===== src/rtl/sync_down_counter.sv =====
// Presettable synchronous down counter built as a T-flip-flop chain, clocked on the falling edge.
// Optional auto-reload of the underflow value is enabled by defining DOWN_CNT_RELOAD_EN.
module sync_down_counter #(
  parameter int WIDTH = 4
) (
  input  logic             CLK,
  input  logic             RST,
  input  logic             EN,
  input  logic             LOAD,
  input  logic [WIDTH-1:0] D,
  output logic [WIDTH-1:0] Q,
  output logic             ZERO,
  output logic             TC
);

  localparam logic [WIDTH-1:0] ALL_ONES = {WIDTH{1'b1}};

  logic [WIDTH-1:0] toggle;
  logic             underflow;

  // A bit toggles when every lower bit is zero, so the toggle enables form a borrow chain.
  always_comb begin
    toggle    = '0;
    toggle[0] = EN;
    for (int i = 1; i < WIDTH; i++) begin
      toggle[i] = toggle[i-1] & ~Q[i-1];
    end
  end

  assign ZERO      = (Q == '0);
  assign underflow = EN & ~LOAD & ZERO;

`ifdef DOWN_CNT_RELOAD_EN
  logic [WIDTH-1:0] rld;

  always_ff @(negedge CLK or posedge RST) begin
    if (RST) begin
      Q   <= '0;
      TC  <= 1'b0;
      rld <= ALL_ONES;
    end else begin
      TC <= underflow;
      if (LOAD) begin
        Q   <= D;
        rld <= D;
      end else if (underflow) begin
        Q <= rld;
      end else begin
        Q <= Q ^ toggle;
      end
    end
  end
`else
  // Toggling every bit from zero lands on all-ones, which is exactly the plain modulo wrap.
  always_ff @(negedge CLK or posedge RST) begin
    if (RST) begin
      Q  <= '0;
      TC <= 1'b0;
    end else begin
      TC <= underflow;
      if (LOAD) begin
        Q <= D;
      end else begin
        Q <= Q ^ toggle;
      end
    end
  end
`endif

endmodule

===== config.mk =====
export PLATFORM = sky130hd
export DESIGN_NAME = sync_down_counter
export DESIGN_NICKNAME = d
export VERILOG_FILES = /design/src/rtl/sync_down_counter.sv
export SDC_FILE = /design/constraint.sdc
export NUM_CORES = 1
export LEC_CHECK = 0
export CAP_MARGIN = 20
export CORE_AREA = 2 2 39 41
export DETAILED_ROUTE_END_ITERATION = 10
export DIE_AREA = 0 0 41 43
export GPL_ROUTABILITY_DRIVEN = 0
export GPL_TIMING_DRIVEN = 0
export HOLD_SLACK_MARGIN = 0.08
export PLACE_DENSITY = 0.42
export SYNTH_ARGS = -nofsm -noshare
export SYNTH_HDL_FRONTEND = slang
export SYNTH_SLANG_ARGS = --single-unit

===== constraint.sdc =====
create_clock -name CLK -period 4 [get_ports CLK]
set_clock_uncertainty 0.15 [all_clocks]
set_input_delay 1 -clock CLK [delete_from_list [all_inputs] [get_ports CLK]]
set_output_delay 1 -clock CLK [all_outputs]
set_load 0.1 [all_outputs]

---- Word-level counts from Yosys, hierarchy flattened ----
Cells that the tools add are included.
storage, ports and cells
  flip-flop bits (word level) ............. 5
  bits in latches ......................... 0
  bits in writable memories ............... 0
  ROM bits ................................ 0
  bits of input ports ..................... 8
  word-level logic and storage cells ...... 14
  memories ................................ 0
operators by class
  $add $sub $neg .......................... 0
  multipliers ............................. 0
  div/mod/pow operators ................... 0
  $lt $le $gt $ge ......................... 0
  equality and inequality tests ........... 0
  shift-type cells ........................ 0
  mux-type cells .......................... 1
  bitwise gates (word level) .............. 10
  reduce and logical (&&, ||, !) cells .... 1
operator list
  kind               number
  1-bit bitwise AND  5
  4-bit logical NOT  1
  4-bit two-way mux  1
  1-bit inverter     4
  4-bit XOR          1

---- Logic depth before layout (Yosys ltp) ----
Gate-level depths: netlist (run 1).
  word-level depth ........................ 6
  depth in mapped cells ................... 6
  depth with buffers taken out ............ 6

==> metrics.txt, run 1 <==
status finished, violations left; failing checks negative setup slack; # clock sinks 5; IO buf count 13; overall power 0.240 mW; Syn Std Cell Area 251 µm²; Rel. slew slack 80.7%; # fillers 140; main flop type after synthesis dfrtn_1; Worst setup EP type primary output; Layout Nets 54; Die H 43 µm; Diodes inserted 0; top cells by area, synth dfrtn_1 (50%), ha_1 (15%), nor4_4 (8.5%), o21ai_0 (8.0%), inv_1 (6.0%); Slew Limit Fails 0; Finished Layout Cells 58; first-pass GRT wire length 855 µm; Synth async-reset ratio 100%; syn_nets 34; Via density 3.88; core area 1380 µm²; most frequent cells after synthesis dfrtn_1 (5), inv_1 (4), nand2_1 (4), o21ai_0 (4), ha_1 (3); Row Count 14; post-synth cell types 8; die width 41 µm; CP required 2.85 ns; GR Util All Layers 8.19%; Pre-Repair DR Iteration Count 1; RSZ-0062 raised after global routing yes; Final setup viols 6; DR DRC count 0; setup tns final -1.05 ns; multi-input combinational cell area 146 µm²; clock-pin slew on the worst setup and hold paths 0.03 ns; Initial Utilization 18.2%; critical path arrival 3.24 ns; Final WS setup -0.390 ns; hold_buf cts 0; Least-Margin Pin Slew 0.289 ns; cell with the most instances after synthesis dfrtn_1; Avg Inst Size Synth 10.9 µm²; Yosys top cell by area dfrtn_1; DR iter-0 viols 0; layout cells sized above 1 38.1%; Synth warnings 0; total gr overflow 0; TritonCTS clock tree built; num ports 14; area delta synth->final 111%; pwr/cell area 451 nW/µm²; placed insts 52; drt total wl 556 µm; CP max FO 3; HPWL after detailed placement 430 µm; Worst-Skew Late Latency 0.25 ns; Crit Path Class reg2out; Num CTS Buffers 3; worst vdd ir 197 µV; worst hold slack 0.486 ns; antenna violations before repair 0; Setup crit start kind flip-flop; H-tree Lvls 1; top cell type's share of synthesized area 49.8%; vias in the first global route 211; leakage power 0.239 nW; endpoints failing hold 0; register area 125 µm²; Final ANT Viol Nets 0; Routed wire per std cell 9.59 µm; worst slack, placed -0.997 ns; Mapped Cells 23; CTS max path bufs 2; die area 1760 µm²; number of synthesized flops with an enable pin 0; sequential area share after synthesis 49.8%; max cap viols 0; HP Class reg2reg; Root Buffer Master clkbuf_4; largest net degree at the start of global routing 10; Vias 225; Seq cells post-synth 5
## through the flow
stage                     instance area, µm²  utilization, %
after detailed placement                 419            30.3
after CTS                                504            36.4
after global routing                     532            38.4
after global placement                   419            30.3
after floorplan                          269               -
final                                    532            38.4
## layout make-up
| class | instances | area share (%) |
|---|---|---|
| clock buffer | 4 | 4.94 |
| timing repair buffer | 15 | 37.4 |
| tap | 16 | 3.76 |
| inverter | 4 | 2.82 |
| sequential | 5 | 23.5 |
| multi-input combinational | 14 | 27.5 |
## registers in the layout, indices dropped and copies added, names as in the netlist
name  flops
Q         4
TC        1
## critical path: stages, from the launching register on
cell	delay [ns]
dfrtn_1	0.38
nor4_4	0.34
buf_6	0.27
## cell usage in the layout (no fill, tap or decap)
| cell type | instances |
|---|---|
| clkdlybuf4s50_1 | 6 |
| dfrtn_1 | 5 |
| buf_12 | 5 |
| inv_1 | 4 |
| nand2_1 | 4 |
| clkbuf_4 | 3 |
| o21ai_1 | 2 |
| o21ai_0 | 2 |
| ha_4 | 2 |
| buf_6 | 2 |
| nor4_4 | 1 |
| and3b_1 | 1 |
| xnor2_2 | 1 |
| ha_2 | 1 |
| clkbuf_1 | 1 |
| dlygate4sd2_1 | 1 |
| buf_4 | 1 |
## worst paths after layout
check	from	endpoint	slack, ns	depth (start not counted)
worst max register to register	Q[0]	Q[3]	2.44	6
min in group asynchronous	RST	Q[3]	2.69	2
max in group asynchronous	RST	Q[1]	0.81	2
worst max-delay path	Q[1]	ZERO	-0.39	2
worst min register to register	Q[3]	Q[3]	0.49	2
worst min-delay path	Q[3]	Q[3]	0.49	2
## logic make-up after synthesis
| family | share of synthesized area [%] |
|---|---|
| simple gates | 17.9 |
| flops | 49.8 |
| compound gates | 7.96 |
| buf+inv | 5.97 |
| fa+ha+maj | 14.9 |
| xor+xnor | 3.48 |
## power breakdown
| group | switching (mW) | internal, mW | total [mW] |
|---|---|---|---|
| clock network | 0.0196 | 0.0376 | 0.0572 |
| logic | 0.0692 | 0.0461 | 0.115 |
| registers | 0.0100 | 0.0573 | 0.0673 |
| total | 0.0988 | 0.141 | 0.240 |
## per-layer routing
layer  global-route usage (%)  up-vias  wire [µm]
met3                     7.85        0         45
li1                         -      112          -
met5                        0        -          0
met1                     6.25      104        194
met2                     12.8        9        316
met4                     4.00        0          0
## repair_timing
item | in CTS | in global routing
gates resized for setup | 52 | 5
buffers inserted | 1 | 1
setup endpoints to repair | 9 | 8
pin swaps | 1 | 3
Power figures use the tool's default switching activity.
==> run 2: changes to the inputs <==
Settings changed: SLEW_MARGIN set to 20.
==> results of run 2 <==
Same layout as run 1: the final DEF is identical, and so are final timing and power.
==> run 3: changes to the inputs <==
Settings changed: CORE_AREA 2 2 39 41 to 3 3 40 42, DIE_AREA 0 0 41 43 to 0 0 43 45, PLACE_DENSITY 0.42 to 0.56.
==> metrics.txt, run 3 (synthesis results as in run 1) <==
num ports 14 (unchanged); core area 1280 µm² (was 1380 µm²); Initial Utilization 19.6% (was 18.2%); Slowest-stage cell, CP dfrtn_1 (unchanged); Worst setup EP type primary output (unchanged); Vias 244 (was 225); vias in the first global route 208 (was 211); dpl cell area 418 µm² (was 419 µm²); commonest non-fill, non-tap cell in the layout clkdlybuf4s50_1 (unchanged); Crit Path Class reg2out (unchanged); Worst-Skew Late Latency 0.25 ns (about the same); sequential group share of total power 26.5% (was 28.1%); first-pass GRT wire length 917 µm (was 855 µm); critical path arrival 3.20 ns (was 3.24 ns); status finished, violations left (unchanged); most frequent cells in the layout clkdlybuf4s50_1 (6), dfrtn_1 (5), buf_12 (5), inv_1 (4), nand2_1 (4) (unchanged); Final Instance Area 553 µm² (was 532 µm²); Via density 4.07 (was 3.88); # clock sinks 5 (unchanged); CP max FO 2 (was 3); Rel. slew slack 82.1% (was 80.7%); leakage power 0.254 nW (was 0.239 nW); Routed wire per std cell 10.2 µm (was 9.59 µm); Gate power share 49.6% (was 48.1%); Num CTS Buffers 3 (unchanged); Die H 45 µm (was 43 µm); Layout Nets 57 (was 54); Setup crit start kind flip-flop (unchanged); IO buf count 13 (unchanged); pwr/cell area 452 nW/µm² (was 451 nW/µm²); max reg flops 4 (unchanged); HPWL after detailed placement 440 µm (was 430 µm); Final WS setup -0.352 ns (was -0.390 ns); CP required 2.85 ns (about the same); die width 43 µm (was 41 µm); Root Buffer Master clkbuf_4 (unchanged); switching power 0.103 mW (was 0.0988 mW); crit-path max cell delay 0.37 ns (was 0.38 ns); area delta synth->final 120% (was 111%); Diodes inserted 0 (unchanged); Final ANT Viol Nets 0 (unchanged); Slew Limit Fails 0 (unchanged); drt total wl 612 µm (was 556 µm); HP Class reg2reg (unchanged); clock share of power 23.9% (about the same); Final setup viols 6 (unchanged); Row Count 13 (was 14); P_int 0.147 mW (was 0.141 mW); max cap viols 0 (unchanged); Pre-Repair DR Iteration Count 2 (was 1); GR Util All Layers 7.28% (was 8.19%); CP cell instances nor4_4 > buf_6 (unchanged); worst slack, placed -0.998 ns (was -0.997 ns); antenna violations before repair 0 (unchanged); H-tree Lvls 1 (unchanged); hold_buf cts 0 (unchanged); total gr overflow 0 (unchanged); DR DRC count 0 (unchanged); endpoints failing hold 0 (unchanged); layout cells sized above 1 44.4% (was 38.1%); switch share 41.2% (about the same); largest net degree at the start of global routing 10 (unchanged); DR iter-0 viols 5 (was 0); TritonCTS clock tree built (unchanged); clock-pin slew on the worst setup and hold paths 0.04 ns (was 0.03 ns); Buf/Inv on CP 1 (unchanged); RSZ-0062 raised after global routing yes (unchanged); CP top delay family flip-flops (unchanged); Least-Margin Pin Slew 0.267 ns (was 0.289 ns); failing checks negative setup slack (unchanged); most flop-heavy register Q (unchanged); die area 1940 µm² (was 1760 µm²); Top Registers Q (4), TC (1) (unchanged); CTS max path bufs 2 (unchanged); worst vdd ir 160 µV (was 197 µV)
-- run 3: final cells by class --
| cell class | count | area, µm² |
|---|---|---|
| multi-input cells | 14 | 146 |
| repair buffers | 18 | 221 |
| clock buffers | 4 | 26.3 |
| flip-flops and latches | 5 | 125 |
| inverters | 4 | 15.0 |
| well taps | 15 | 18.8 |
| fillers | 126 | 732 |
-- run 3: power by group through the flow --
| stage | registers, mW | logic [mW] | clock network (mW) |
|---|---|---|---|
| after global routing | 0.0671 | 0.129 | 0.0630 |
| after floorplan | 0.108 | 0.0236 | 0 |
| final | 0.0662 | 0.124 | 0.0599 |
| after detailed placement | 0.0658 | 0.0927 | 0 |
| after global placement | 0.0657 | 0.0913 | 0 |
| after CTS | 0.0666 | 0.113 | 0.0628 |
-- run 3: worst min-delay path, stage by stage, from the launching register on --
cell and delay [ns]:
dfrtn_1 0.41, nor4_4 0.19, and3b_1 0.19
-- run 3: path summary, 6_finish.rpt --
kind,start,to,slack [ns],cells past startpoint
setup / recovery,Q[3],ZERO,-0.35,2
hold / removal,Q[2],TC,0.56,2
setup reg to reg,Q[0],Q[3],2.40,6
hold reg to reg,Q[2],TC,0.56,2
max in group asynchronous,RST,Q[3],0.80,2
min in group asynchronous,RST,TC,2.69,2
-- run 3: repair_timing --
| action | in CTS | in global routing |
|---|---|---|
| pin swaps | 2 | 3 |
| endpoints found under the setup margin | 9 | 7 |
| resized for setup | 53 | 6 |
| setup buffers | 2 | 3 |
-- run 3: stage by stage --
stage	hold slack [ns]	cells	setup TNS (ns)	utilization [%]	power (mW)
6_report	0.561	60	-1.04	43.0	0.250
5_1_grt	0.596	60	-1.19	43.0	0.259
4_1_cts	0.578	57	-1.00	40.3	0.242
3_5_place_dp	0.428	51	-6.38	32.5	0.158
3_3_place_gp	0.417	51	-6.26	32.5	0.157
2_1_floorplan	0.897	23	-1.91	-	0.131
-- run 3: per-layer routing --
layer  up-vias  GRT usage (%)  routed length [µm]
met5         -              0                   0
met4         0           9.04                  27
met3         4           3.59                  89
met2        16           8.98                 219
met1       103           8.07                 274
li1        121              -                   -
